<file path="src/rtl/vga_pkg.sv">
// rtl/vga_pkg.sv - shared types, colour-bar table and bar index helper for the VGA stream timing block
package vga_pkg;

  typedef enum logic [1:0] {
    MODE_STREAM = 2'd0,
    MODE_GRID   = 2'd1,
    MODE_BARS   = 2'd2,
    MODE_BLACK  = 2'd3
  } mode_e;

  typedef enum logic [1:0] {
    ST_WAIT   = 2'd0,
    ST_STREAM = 2'd1,
    ST_FAULT  = 2'd2
  } state_e;

  // Index 0 is the leftmost bar: white, yellow, cyan, green, magenta, red, blue, black.
  localparam logic [7:0][23:0] BAR_RGB = {
    24'h000000, 24'h0000FF, 24'hFF0000, 24'hFF00FF,
    24'h00FF00, 24'h00FFFF, 24'hFFFF00, 24'hFFFFFF
  };

  // floor(x*8/hdisp) without a divider: count the bar thresholds already crossed.
  function automatic logic [2:0] bar_index(input int x, input int hdisp);
    logic [2:0] idx;
    idx = 3'd0;
    for (int k = 1; k < 8; k++) begin
      if (x * 8 >= k * hdisp) idx = idx + 3'd1;
    end
    return idx;
  endfunction

endpackage

</file>
<file path="src/rtl/vga_timing_gen.sv">
// rtl/vga_timing_gen.sv - h/v counters and registered sync, data-enable and pixel coordinate outputs
module vga_timing_gen #(
  parameter int HDISP  = 800,
  parameter int VDISP  = 480,
  parameter int HFP    = 40,
  parameter int HPULSE = 48,
  parameter int HBP    = 40,
  parameter int VFP    = 13,
  parameter int VPULSE = 3,
  parameter int VBP    = 29,
  parameter bit HS_POL = 1'b0,
  parameter bit VS_POL = 1'b0,
  parameter int XW     = $clog2(HDISP),
  parameter int YW     = $clog2(VDISP)
) (
  input  logic          clk_i,
  input  logic          rst_i,
  output logic          hs_o,
  output logic          vs_o,
  output logic          video_blank_o,
  output logic [XW-1:0] pixel_x_o,
  output logic [YW-1:0] pixel_y_o,
  output logic          frame_start_o,
  output logic          frame_boundary_o
);

  localparam int HTOTAL = HFP + HPULSE + HBP + HDISP;
  localparam int VTOTAL = VFP + VPULSE + VBP + VDISP;
  localparam int HW     = $clog2(HTOTAL);
  localparam int VW     = $clog2(VTOTAL);

  localparam logic [HW-1:0] H_PS   = HW'(HFP);
  localparam logic [HW-1:0] H_PE   = HW'(HFP + HPULSE - 1);
  localparam logic [HW-1:0] H_AS   = HW'(HFP + HPULSE + HBP);
  localparam logic [HW-1:0] H_LAST = HW'(HTOTAL - 1);
  localparam logic [VW-1:0] V_PS   = VW'(VFP);
  localparam logic [VW-1:0] V_PE   = VW'(VFP + VPULSE - 1);
  localparam logic [VW-1:0] V_AS   = VW'(VFP + VPULSE + VBP);
  localparam logic [VW-1:0] V_LAST = VW'(VTOTAL - 1);

  logic [HW-1:0] h_cnt_q, h_cnt_d;
  logic [VW-1:0] v_cnt_q, v_cnt_d;
  logic          hs_q, hs_d, vs_q, vs_d, vb_q, vb_d, fs_q, fs_d;
  logic [XW-1:0] px_q, px_d;
  logic [YW-1:0] py_q, py_d;
  logic          h_act, v_act;

  always_comb begin
    h_cnt_d = h_cnt_q + HW'(1);
    v_cnt_d = v_cnt_q;
    if (h_cnt_q == H_LAST) begin
      h_cnt_d = '0;
      v_cnt_d = (v_cnt_q == V_LAST) ? '0 : v_cnt_q + VW'(1);
    end
    h_act = (h_cnt_q >= H_AS);
    v_act = (v_cnt_q >= V_AS);
    hs_d  = (h_cnt_q >= H_PS && h_cnt_q <= H_PE) ? HS_POL : ~HS_POL;
    vs_d  = (v_cnt_q >= V_PS && v_cnt_q <= V_PE) ? VS_POL : ~VS_POL;
    vb_d  = h_act && v_act;
    fs_d  = (h_cnt_q == H_AS) && (v_cnt_q == V_AS);
    px_d  = vb_d ? XW'(h_cnt_q - H_AS) : '0;
    py_d  = vb_d ? YW'(v_cnt_q - V_AS) : '0;
  end

  always_ff @(posedge clk_i or posedge rst_i) begin
    if (rst_i) begin
      h_cnt_q <= '0;
      v_cnt_q <= '0;
      hs_q    <= ~HS_POL;
      vs_q    <= ~VS_POL;
      vb_q    <= 1'b0;
      fs_q    <= 1'b0;
      px_q    <= '0;
      py_q    <= '0;
    end else begin
      h_cnt_q <= h_cnt_d;
      v_cnt_q <= v_cnt_d;
      hs_q    <= hs_d;
      vs_q    <= vs_d;
      vb_q    <= vb_d;
      fs_q    <= fs_d;
      px_q    <= px_d;
      py_q    <= py_d;
    end
  end

  assign hs_o             = hs_q;
  assign vs_o             = vs_q;
  assign video_blank_o    = vb_q;
  assign frame_start_o    = fs_q;
  assign pixel_x_o        = px_q;
  assign pixel_y_o        = py_q;
  assign frame_boundary_o = (h_cnt_q == '0) && (v_cnt_q == '0);

endmodule

</file>
<file path="src/rtl/vga_stream_timing.sv">
// rtl/vga_stream_timing.sv - VGA timing with FIFO stream sourcing, test patterns and underflow resync
module vga_stream_timing
  import vga_pkg::*;
#(
  parameter int HDISP     = 800,
  parameter int VDISP     = 480,
  parameter int HFP       = 40,
  parameter int HPULSE    = 48,
  parameter int HBP       = 40,
  parameter int VFP       = 13,
  parameter int VPULSE    = 3,
  parameter int VBP       = 29,
  parameter bit HS_POL    = 1'b0,
  parameter bit VS_POL    = 1'b0,
  parameter int GRID_LOG2 = 4,
  parameter int UCNT_W    = 8
) (
  input  logic                       pixel_clk,
  input  logic                       pixel_rst,
  input  logic [1:0]                 mode,
  input  logic [31:0]                fifo_rdata,
  input  logic                       fifo_rempty,
  input  logic                       fifo_ready,
  output logic                       fifo_read,
  output logic                       resync_req,
  output logic                       hs,
  output logic                       vs,
  output logic                       video_blank,
  output logic [23:0]                rgb,
  output logic [$clog2(HDISP)-1:0]   pixel_x,
  output logic [$clog2(VDISP)-1:0]   pixel_y,
  output logic                       frame_start,
  output logic                       underflow,
  output logic [UCNT_W-1:0]          underflow_cnt
);

  state_e              state_q, state_d;
  mode_e               mode_q, mode_d;
  logic                underflow_q, underflow_d;
  logic [UCNT_W-1:0]   ucnt_q, ucnt_d;
  logic                frame_boundary;
  logic                uf_event;
  logic                unused_rdata;

  vga_timing_gen #(
    .HDISP  (HDISP),
    .VDISP  (VDISP),
    .HFP    (HFP),
    .HPULSE (HPULSE),
    .HBP    (HBP),
    .VFP    (VFP),
    .VPULSE (VPULSE),
    .VBP    (VBP),
    .HS_POL (HS_POL),
    .VS_POL (VS_POL)
  ) u_timing (
    .clk_i            (pixel_clk),
    .rst_i            (pixel_rst),
    .hs_o             (hs),
    .vs_o             (vs),
    .video_blank_o    (video_blank),
    .pixel_x_o        (pixel_x),
    .pixel_y_o        (pixel_y),
    .frame_start_o    (frame_start),
    .frame_boundary_o (frame_boundary)
  );

  assign fifo_read    = video_blank && (state_q == ST_STREAM) && (mode_q == MODE_STREAM);
  assign unused_rdata = ^fifo_rdata[31:24];

  // The FSM decides against the mode of the frame about to start, so a boundary
  // that switches away from streaming never enters STREAM for a frame.
  always_comb begin
    mode_d     = frame_boundary ? mode_e'(mode) : mode_q;
    state_d    = state_q;
    uf_event   = (state_q == ST_STREAM) && fifo_read && fifo_rempty;
    resync_req = (state_q == ST_FAULT) && frame_boundary;
    case (state_q)
      ST_WAIT:   if (frame_boundary && fifo_ready) state_d = ST_STREAM;
      ST_STREAM: if (uf_event) state_d = ST_FAULT;
      ST_FAULT:  if (frame_boundary) state_d = ST_WAIT;
      default:   state_d = ST_WAIT;
    endcase
    if (mode_d != MODE_STREAM) state_d = ST_WAIT;
    underflow_d = underflow_q | uf_event;
    ucnt_d      = ucnt_q;
    if (uf_event && ucnt_q != '1) ucnt_d = ucnt_q + UCNT_W'(1);
  end

  always_ff @(posedge pixel_clk or posedge pixel_rst) begin
    if (pixel_rst) begin
      state_q     <= ST_WAIT;
      mode_q      <= MODE_STREAM;
      underflow_q <= 1'b0;
      ucnt_q      <= '0;
    end else begin
      state_q     <= state_d;
      mode_q      <= mode_d;
      underflow_q <= underflow_d;
      ucnt_q      <= ucnt_d;
    end
  end

  assign underflow     = underflow_q;
  assign underflow_cnt = ucnt_q;

  // The head word is meaningless while empty, so an underflowing read shows black.
  always_comb begin
    rgb = '0;
    if (video_blank) begin
      case (mode_q)
        MODE_STREAM: if (fifo_read && !fifo_rempty) rgb = fifo_rdata[23:0];
        MODE_GRID:   if ((&pixel_x[GRID_LOG2-1:0]) || (&pixel_y[GRID_LOG2-1:0])) rgb = 24'hFFFFFF;
        MODE_BARS:   rgb = BAR_RGB[bar_index(int'(pixel_x), HDISP)];
        default:     rgb = '0;
      endcase
    end
  end

endmodule

</file>
<file path="config.mk">
export PLATFORM = sky130hd
export DESIGN_NAME = vga_stream_timing
export DESIGN_NICKNAME = d
export VERILOG_FILES = /design/src/rtl/vga_pkg.sv /design/src/rtl/vga_timing_gen.sv /design/src/rtl/vga_stream_timing.sv
export SDC_FILE = /design/constraint.sdc
export NUM_CORES = 1
export LEC_CHECK = 0
export CORE_ASPECT_RATIO = 1.2
export CORE_MARGIN = 2
export CORE_UTILIZATION = 40
export CTS_CLUSTER_DIAMETER = 100
export DETAILED_ROUTE_END_ITERATION = 8
export PLACE_DENSITY = 0.67
export SKIP_LAST_GASP = 1
export SLEW_MARGIN = 20
export SYNTH_ARGS = -nofsm -noshare
export SYNTH_HDL_FRONTEND = slang
export SYNTH_HIERARCHICAL = 1
export SYNTH_SLANG_ARGS = --single-unit
</file>
<file path="constraint.sdc">
create_clock -name pixel_clk -period 3.9 [get_ports pixel_clk]
set_input_delay 0.39 -clock pixel_clk [delete_from_list [all_inputs] [get_ports pixel_clk]]
set_output_delay 0.39 -clock pixel_clk [all_outputs]
set_load 0.03 [all_outputs]
</file>
==> summary.txt, run 1 <==
Setup path
  – Most used cell, CP: nand2_1
  – CP Cell Sequence: o311ai_2 -> nand2_1 -> inv_2 -> ha_4 -> xnor2_2 -> ha_1 -> xor2_1 -> xnor2_1 -> a22oi_1 -> o31a_4 -> ha_4 -> nand2_1 -> nand2_1 -> ha_2 -> and4b_1 -> a311o_1 -> nor2b_4 -> mux2i_4 -> buf_12 -> nand2_2 -> buf_4
  – Worst reg2reg path endpoint: state_q[0]
  – WS Path Type: register to output pin
  – Crit start category: register
  – CP max stage delay: around 430 ps
  – CP endpoint kind: output pin
  – Crit-path leading delay family: compound AO/OA/AOI/OAI gates
  – R2R setup slack: between 1000 and 1500 ps
  – Critical path's slowest cell: dfrtp_2
  – R2r worst-path depth: 7
  – Crit path DAT: between 4000 and 5000 ps
  – Critical R2R Launch: u_timing/v_cnt_q[7]
  – Critical Path Fanout Max: 8
  – WP data required: approximately 3500 ps
  – Buffers plus inverters on the worst setup path: 3

Floorplanning
  – Core footprint: 8610 µm²
  – Ports: between 90 and 100
  – Die area: ~9600 µm²
  – Die width: between 80 and 90 µm
  – Die height: 107 µm
  – Initial core utilization: 41.2%
  – Cell Rows: 37

Global routing
  – Largest net degree at the start of global routing: 44
  – Vias in the first global route: around 3100
  – Total track usage: 18.5%
  – First-pass GRT wire length: between 10 and 15 mm
  – Number of antenna violations at the first check in global routing: 0
  – Grt ovf: 0

Final layout
  – Ratio of cells with drive above 1 in the final layout: between 20% and 30%
  – Final core occ: between 50% and 60%
  – Layout Area Growth over Synthesis: 40.2%
  – Net count reported at finish: 547
  – Diode count: 0

Power
  – Maximum vdd drop: 0.156 mV
  – Power density cells: approximately 200 nW/µm²
  – Leak Pwr: 2.29 nW

CTS
  – Clk Latency, worst-skew pair: 310 ps
  – Clk slew on worst S/H paths: ~90 ps
  – CTS Buf Count: 5
  – CTS max path bufs: 2
  – Post-CTS Hold Fix Bufs: 0
  – Clock Sinks: 56
  – Htree depth: 2
  – CTS Root Cell: clkbuf_8
  – CTS tree: done

Logic synthesis
  – Synthesized area: 3550 µm²
  – Sequential fraction of the synthesis area: 39.6%
  – Syn avg cell area: just over 9 µm²
  – Synth top cells by count: 54 x dfrtp_1, 51 x nand2_1, 40 x nor2_1
  – Top_reg_cell synth: dfrtp_1
  – Count of flip-flops with a built-in enable after synthesis: 0
  – Area leader, netlist: dfrtp_1
  – Post-synthesis cell type count: 62
  – Most frequent cell after synthesis: dfrtp_1
  – Synth area leaders: dfrtp_1 38%, ha_1 6.0%, nand2_1 5.4%
  – Synthesized net count: about 450
  – Async S/R FF share, synth: 100%
  – Number of synthesized register bits: 56
  – Yosys warnings: 6
  – Post-synth top area share: a little under two fifths
  – Syn Inst Count: 390

Outcome
  – Status: complete, but fails checks
  – Failing checks: setup timing

STA
  – Minimum clock period: ~4500 ps
  – F_max: roughly 0.22 GHz
  – Fin. max-slew vios: 0
  – Setup TNS: -7310 ps
  – Final setup vio count: 16
  – Crit share post-route: 115%
  – Setup ws final: -577 ps
  – Slew HR: a little over a third
  – Worst Skew: 12.4 ps
  – Worst slew pin tran: between 900 and 1000 ps
  – Final hold viol count: 0
  – Unrepaired setup endpoints after global routing: true

Flow run
  – Max_cap viols: 0

Place
  – PortBufs: 87
  – Routability cong.: about 0.8
  – Post-DP HPWL: 6.62 mm

Drt
  – Routed via count: around 3100
  – # DRC: 0
  – Initial drt markers: between 80 and 90
  – Via density: between 5 and 6
  – DRT Wirelength: ~8.6 mm
  – Drt pass-1 iters: 4
  – Routed Antenna Nets: 0
  – Routed wire per std cell: 14.1 µm

Min path
  – Hold Crit Class: input port to asynchronous set/reset pin
-- worst max-delay path by stage --
| stage | start | endpoint | depth (start not counted) |
|---|---|---|---|
| floorplan | u_timing/pixel_x_o[3] | rgb[10] | 20 |
| global placement | u_timing/pixel_x_o[3] | rgb[10] | 22 |
| detailed placement | u_timing/pixel_x_o[3] | rgb[10] | 21 |
| CTS | u_timing/pixel_x_o[3] | rgb[10] | 21 |
| global route | u_timing/pixel_x_o[3] | rgb[10] | 22 |
| finish | u_timing/pixel_x_o[3] | rgb[10] | 21 |
-- cell type report --
class / count / area [µm²]
fillers: 761 / 3640
clock buffers: 5 / 68.8
repair buffers: 113 / 1110
flip-flops and latches: 56 / 1410
inverters: 18 / 67.6
clock inverters: 3 / 42.5
multi-input cells: 298 / 2130
well taps: 117 / 146
-- stage by stage --
step | instance area, µm² | power (mW) | hold slack [ps] | setup slack [ps] | std cells
floorplan | 3700 | 0.604 | 267 | -424 | 390
global placement | 4730 | 0.639 | 457 | -244 | 598
detailed placement | 4730 | 0.640 | 472 | -293 | 598
CTS | 4950 | 1.01 | 454 | -597 | 608
global route | 4970 | 1.04 | 474 | -791 | 610
finish | 4970 | 1.00 | 435 | -577 | 610
-- worst reg2reg max path: cells and delay by family, from the launching register on --
family,cells,cell delay [ps]
buf+inv,1,210
mux,1,340
flops,1,470
simple gates,5,1400
-- power breakdown --
part / internal (mW) / total, mW / switching (mW)
sequential: 0.581 / 0.582 / 0.000993
clock: 0.190 / 0.375 / 0.185
combinational: 0.0275 / 0.0449 / 0.0174
-- kinds of logic (layout without fill, tap and decap cells) --
group | count (synthesis) | in the layout | synth area share [%]
and+or+nand+nor | 173 | 173 | 24.8
AOI/OAI and AO/OA | 69 | 69 | 13.8
DFF | 56 | 56 | 39.6
buffers and inverters | 36 | 139 | 5.15
xor gates and xnor gates | 31 | 31 | 7.86
adders and majority gates | 17 | 17 | 5.99
muxes | 8 | 8 | 2.86
-- registers in the layout (all words and copies together) (netlist names), 2 cells and up --
name,count
mode_q,2
state_q,2
u_timing/h_cnt_q,10
u_timing/pixel_x_o,10
u_timing/pixel_y_o,9
u_timing/v_cnt_q,10
underflow_cnt,8
-- routing by layer --
layer	wire length, µm	track usage (%)	share of wire [%]
met2	4430	34.8	51
met3	416	3.37	4.8
met1	3620	21.1	42
met5	0	0	0
met4	153	6.04	1.8
-- cells in the final DEF (no fill, tap or decap), types with 8 or more instances in the layout --
cell type	instances
buf_4	24
clkdlybuf4s50_1	71
xnor2_1	19
xor2_1	10
a21o_4	8
buf_6	16
nor3_1	12
nand3_1	18
ha_1	13
nor2_1	40
inv_1	16
o21ai_0	13
nand2_1	43
nand4_1	10
dfrtp_1	48
a21oi_1	15
-- repair_timing --
| action | CTS | global route |
|---|---|---|
| endpoints found under the setup margin | 16 | 16 |
| setup buffers | 2 | 2 |
| gates resized for setup | 21 | 2 |
| gates cloned | 0 | 0 |
| pin swaps | 4 | 2 |
No activity file was read; power rests on OpenSTA's default activity.
==> inputs of run 2 (changes only) <==
--- a/config.mk
+++ b/config.mk
@@ -6,7 +6,7 @@
 export NUM_CORES = 1
 export LEC_CHECK = 0
 export CORE_ASPECT_RATIO = 1.2
-export CORE_MARGIN = 2
+export CORE_MARGIN = 8
 export CORE_UTILIZATION = 40
 export CTS_CLUSTER_DIAMETER = 100
 export DETAILED_ROUTE_END_ITERATION = 8
==> run 2 against run 1 <==
The flow still finishes with violations (setup timing). Clock power fell by 14%. Fmax rose by 0.35%. Cell area rose by 0.86%. Total power fell by 5.2%. Global-route usage fell by 3.5 points. Routed wire length rose by 4.5%. Hold slack got worse by 7.3 ps. Flip-flop and latch count did not move. Critical path type unchanged.
==> summary.txt, run 2 (same netlist as run 1, synthesis figures left out) <==
Outcome
  – Status: complete, but fails checks (unchanged)
  – Failing checks: setup timing (unchanged)

CTS
  – Clk Latency, worst-skew pair: 310 ps (about the same)
  – CTS Buf Count: 5 (unchanged)
  – Clock Sinks: 56 (unchanged)
  – CTS tree: done (unchanged)
  – CTS Root Cell: clkbuf_8 (unchanged)
  – Htree depth: 2 (unchanged)
  – Clk slew on worst S/H paths: 100 ps (was 90 ps)
  – CTS max path bufs: 2 (unchanged)

Drt
  – Routed via count: 3110 (was 3137)
  – # DRC: 0 (unchanged)
  – Drt pass-1 iters: 4 (unchanged)
  – Via density: 5.06 (was 5.14)
  – Initial drt markers: 60 (was 84)
  – Routed Antenna Nets: 0 (unchanged)
  – Routed wire per std cell: 14.7 µm (was 14.1 µm)
  – DRT Wirelength: 9.01 mm (was 8.62 mm)

Place
  – Placed instance area: 4780 µm² (was 4730 µm²)
  – Post-Place Setup Slack: -371 ps (was -293 ps)
  – Routability cong.: 0.880 (was 0.798)
  – PortBufs: 87 (unchanged)
  – Post-DP HPWL: 7.16 mm (was 6.62 mm)
  – Inst Count DP: 605 (was 598)

Setup path
  – Crit-path leading delay family: compound AO/OA/AOI/OAI gates (unchanged)
  – CP max stage delay: 430 ps (about the same)
  – Critical path's slowest cell: dfrtp_2 (unchanged)
  – Most used cell, CP: nand2_2 (was nand2_1)
  – Worst reg2reg path endpoint: state_q[0] (unchanged)
  – WP data required: 3510 ps (about the same)
  – Critical Path Fanout Max: 8 (unchanged)
  – Critical R2R Launch: u_timing/v_cnt_q[7] (unchanged)
  – WS Path Type: register to output pin (unchanged)
  – R2r worst-path depth: 7 (unchanged)
  – R2R setup slack: 1440 ps (was 1390 ps)
  – Crit start category: register (unchanged)
  – CP Cell Sequence: o311ai_2 -> nand2_1 -> inv_2 -> ha_4 -> xnor2_2 -> ha_1 -> xor2_1 -> xnor2_1 -> a22oi_2 -> o31a_4 -> ha_4 -> nand2_2 -> nand2_2 -> ha_2 -> and4b_1 -> a311o_1 -> nor2b_4 -> mux2i_4 -> buf_12 -> nand2_2 -> buf_4 (was o311ai_2 -> nand2_1 -> inv_2 -> ha_4 -> xnor2_2 -> ha_1 -> xor2_1 -> xnor2_1 -> a22oi_1 -> o31a_4 -> ha_4 -> nand2_1 -> nand2_1 -> ha_2 -> and4b_1 -> a311o_1 -> nor2b_4 -> mux2i_4 -> buf_12 -> nand2_2 -> buf_4)
  – CP endpoint kind: output pin (unchanged)
  – Crit path DAT: 4070 ps (was 4090 ps)
  – Buffers plus inverters on the worst setup path: 3 (unchanged)

STA
  – Unrepaired setup endpoints after global routing: true (unchanged)
  – Slew HR: 48.8% (was 35.0%)
  – Setup ws final: -561 ps (was -577 ps)
  – F_max: 0.224 GHz (was 0.223 GHz)
  – Minimum clock period: 4460 ps (was 4480 ps)
  – Final setup vio count: 16 (unchanged)
  – Crit share post-route: 114% (was 115%)
  – Worst slew pin tran: 765 ps (was 968 ps)
  – Fin. max-slew vios: 0 (unchanged)
  – Worst Skew: 10.8 ps (was 12.4 ps)
  – Hold_ws: 427 ps (was 435 ps)
  – Final hold viol count: 0 (unchanged)

Floorplanning
  – Ports: 96 (unchanged)
  – Die width: 102 µm (was 90.0 µm)
  – Die area: 12200 µm² (was 9640 µm²)
  – Core footprint: 8610 µm² (unchanged)
  – Initial core utilization: 41.2% (unchanged)
  – Cell Rows: 37 (unchanged)
  – Die height: 119 µm (was 107 µm)

Final layout
  – Diode count: 0 (unchanged)
  – Final core occ: 58.3% (was 57.8%)
  – Layout Area Growth over Synthesis: 41.4% (was 40.2%)
  – Most common cell after layout, fill and taps aside: clkdlybuf4s50_1 (unchanged)
  – Post-Layout Cell Count: 615 (was 610)
  – Final Instance Area: 5020 µm² (was 4970 µm²)
  – Net count reported at finish: 552 (was 547)
  – Commonest cells after routing, fill and taps aside: 71 x clkdlybuf4s50_1, 48 x dfrtp_1, 41 x nand2_1 (was 71 x clkdlybuf4s50_1, 48 x dfrtp_1, 43 x nand2_1)
  – Ratio of cells with drive above 1 in the final layout: 23.9% (was 22.7%)

Global routing
  – Grt ovf: 0 (unchanged)
  – Largest net degree at the start of global routing: 28 (was 44)
  – Number of antenna violations at the first check in global routing: 0 (unchanged)
  – Vias in the first global route: 3062 (was 3075)
  – First-pass GRT wire length: 15.0 mm (was 14.6 mm)
  – Total track usage: 15.0% (was 18.5%)

Power
  – Maximum vdd drop: 0.135 mV (was 0.156 mV)
  – Switching Fraction: 22.0% (was 20.3%)
  – Internal: 741 µW (was 799 µW)
  – Psw: 209 µW (was 203 µW)
  – Sequential share of power: 61.3% (was 58.1%)
  – Leak Pwr: 2.31 nW (was 2.29 nW)
  – Logic pwr share: 4.7% (was 4.5%)
  – Clock power share: 34.0% (was 37.4%)
  – Power density cells: 189 nW/µm² (was 201 nW/µm²)

Flow run
  – Max_cap viols: 0 (unchanged)

Min path
  – Hold Crit Class: input port to asynchronous set/reset pin (unchanged)
-- run 2: final cells by class --
| cell class | instances | area [µm²] |
|---|---|---|
| tap | 117 | 146 |
| clock inverter | 3 | 27.5 |
| clock buffer | 5 | 68.8 |
| sequential | 56 | 1410 |
| timing repair buffer | 118 | 1150 |
| multi-input combinational | 298 | 2150 |
| inverter | 18 | 67.6 |
| fill | 769 | 3590 |
-- run 2: repair_timing --
action	CTS	global route
setup endpoints to repair	16	16
pin swaps	3	2
buffers inserted	2	0
hold buffers	0	0
endpoints found under the hold margin	0	0
resized for setup	24	3
-- run 2: how the worst max path moves through the flow --
stage	from	endpoint	cells past startpoint
after floorplan	u_timing/pixel_x_o[3]	rgb[10]	20
after global placement	u_timing/pixel_x_o[3]	rgb[8]	21
after detailed placement	u_timing/pixel_x_o[3]	rgb[8]	21
after CTS	u_timing/pixel_x_o[3]	rgb[8]	21
after global routing	u_timing/pixel_x_o[3]	rgb[8]	22
final	u_timing/pixel_x_o[3]	rgb[8]	21
-- run 2: per-stage QoR --
stage	setup TNS [ps]	total power, mW
final	-6910	0.950
after global routing	-9940	0.989
after CTS	-8320	0.966
after detailed placement	-4520	0.640
after global placement	-3200	0.639
after floorplan	-4210	0.604
-- run 2: power groups by stage --
stage,registers [mW],clock network (mW),logic [mW]
floorplan,0.593,0,0.0109
global placement,0.594,0,0.0455
detailed placement,0.594,0,0.0460
CTS,0.582,0.337,0.0463
global route,0.583,0.356,0.0499
finish,0.582,0.323,0.0448
-- run 2: layer usage --
layer	up-vias	global-route usage, %	share of wire, %
met5	-	0	0
met4	0	5.15	1.2
met3	8	1.92	5.2
met2	83	26.4	49
met1	1470	18.1	44
li1	1549	-	-
-- run 2: worst register-to-register path, cell delays in order (launching register included) --
cell     delay, ps
dfrtp_1        470
nor4_2         430
nand3_1        160
nor4_1         340
buf_4          210
mux2_2         340
or2_2          300
nor3_1         120
==> inputs of run 3 (changes only) <==
--- a/config.mk
+++ b/config.mk
@@ -10,6 +10,7 @@
 export CORE_UTILIZATION = 40
 export CTS_CLUSTER_DIAMETER = 100
 export DETAILED_ROUTE_END_ITERATION = 8
+export HOLD_SLACK_MARGIN = 0.15
 export PLACE_DENSITY = 0.67
 export SKIP_LAST_GASP = 1
 export SLEW_MARGIN = 20
==> results of run 3 <==
The final DEF is identical to that of run 2; final timing and power are the same.
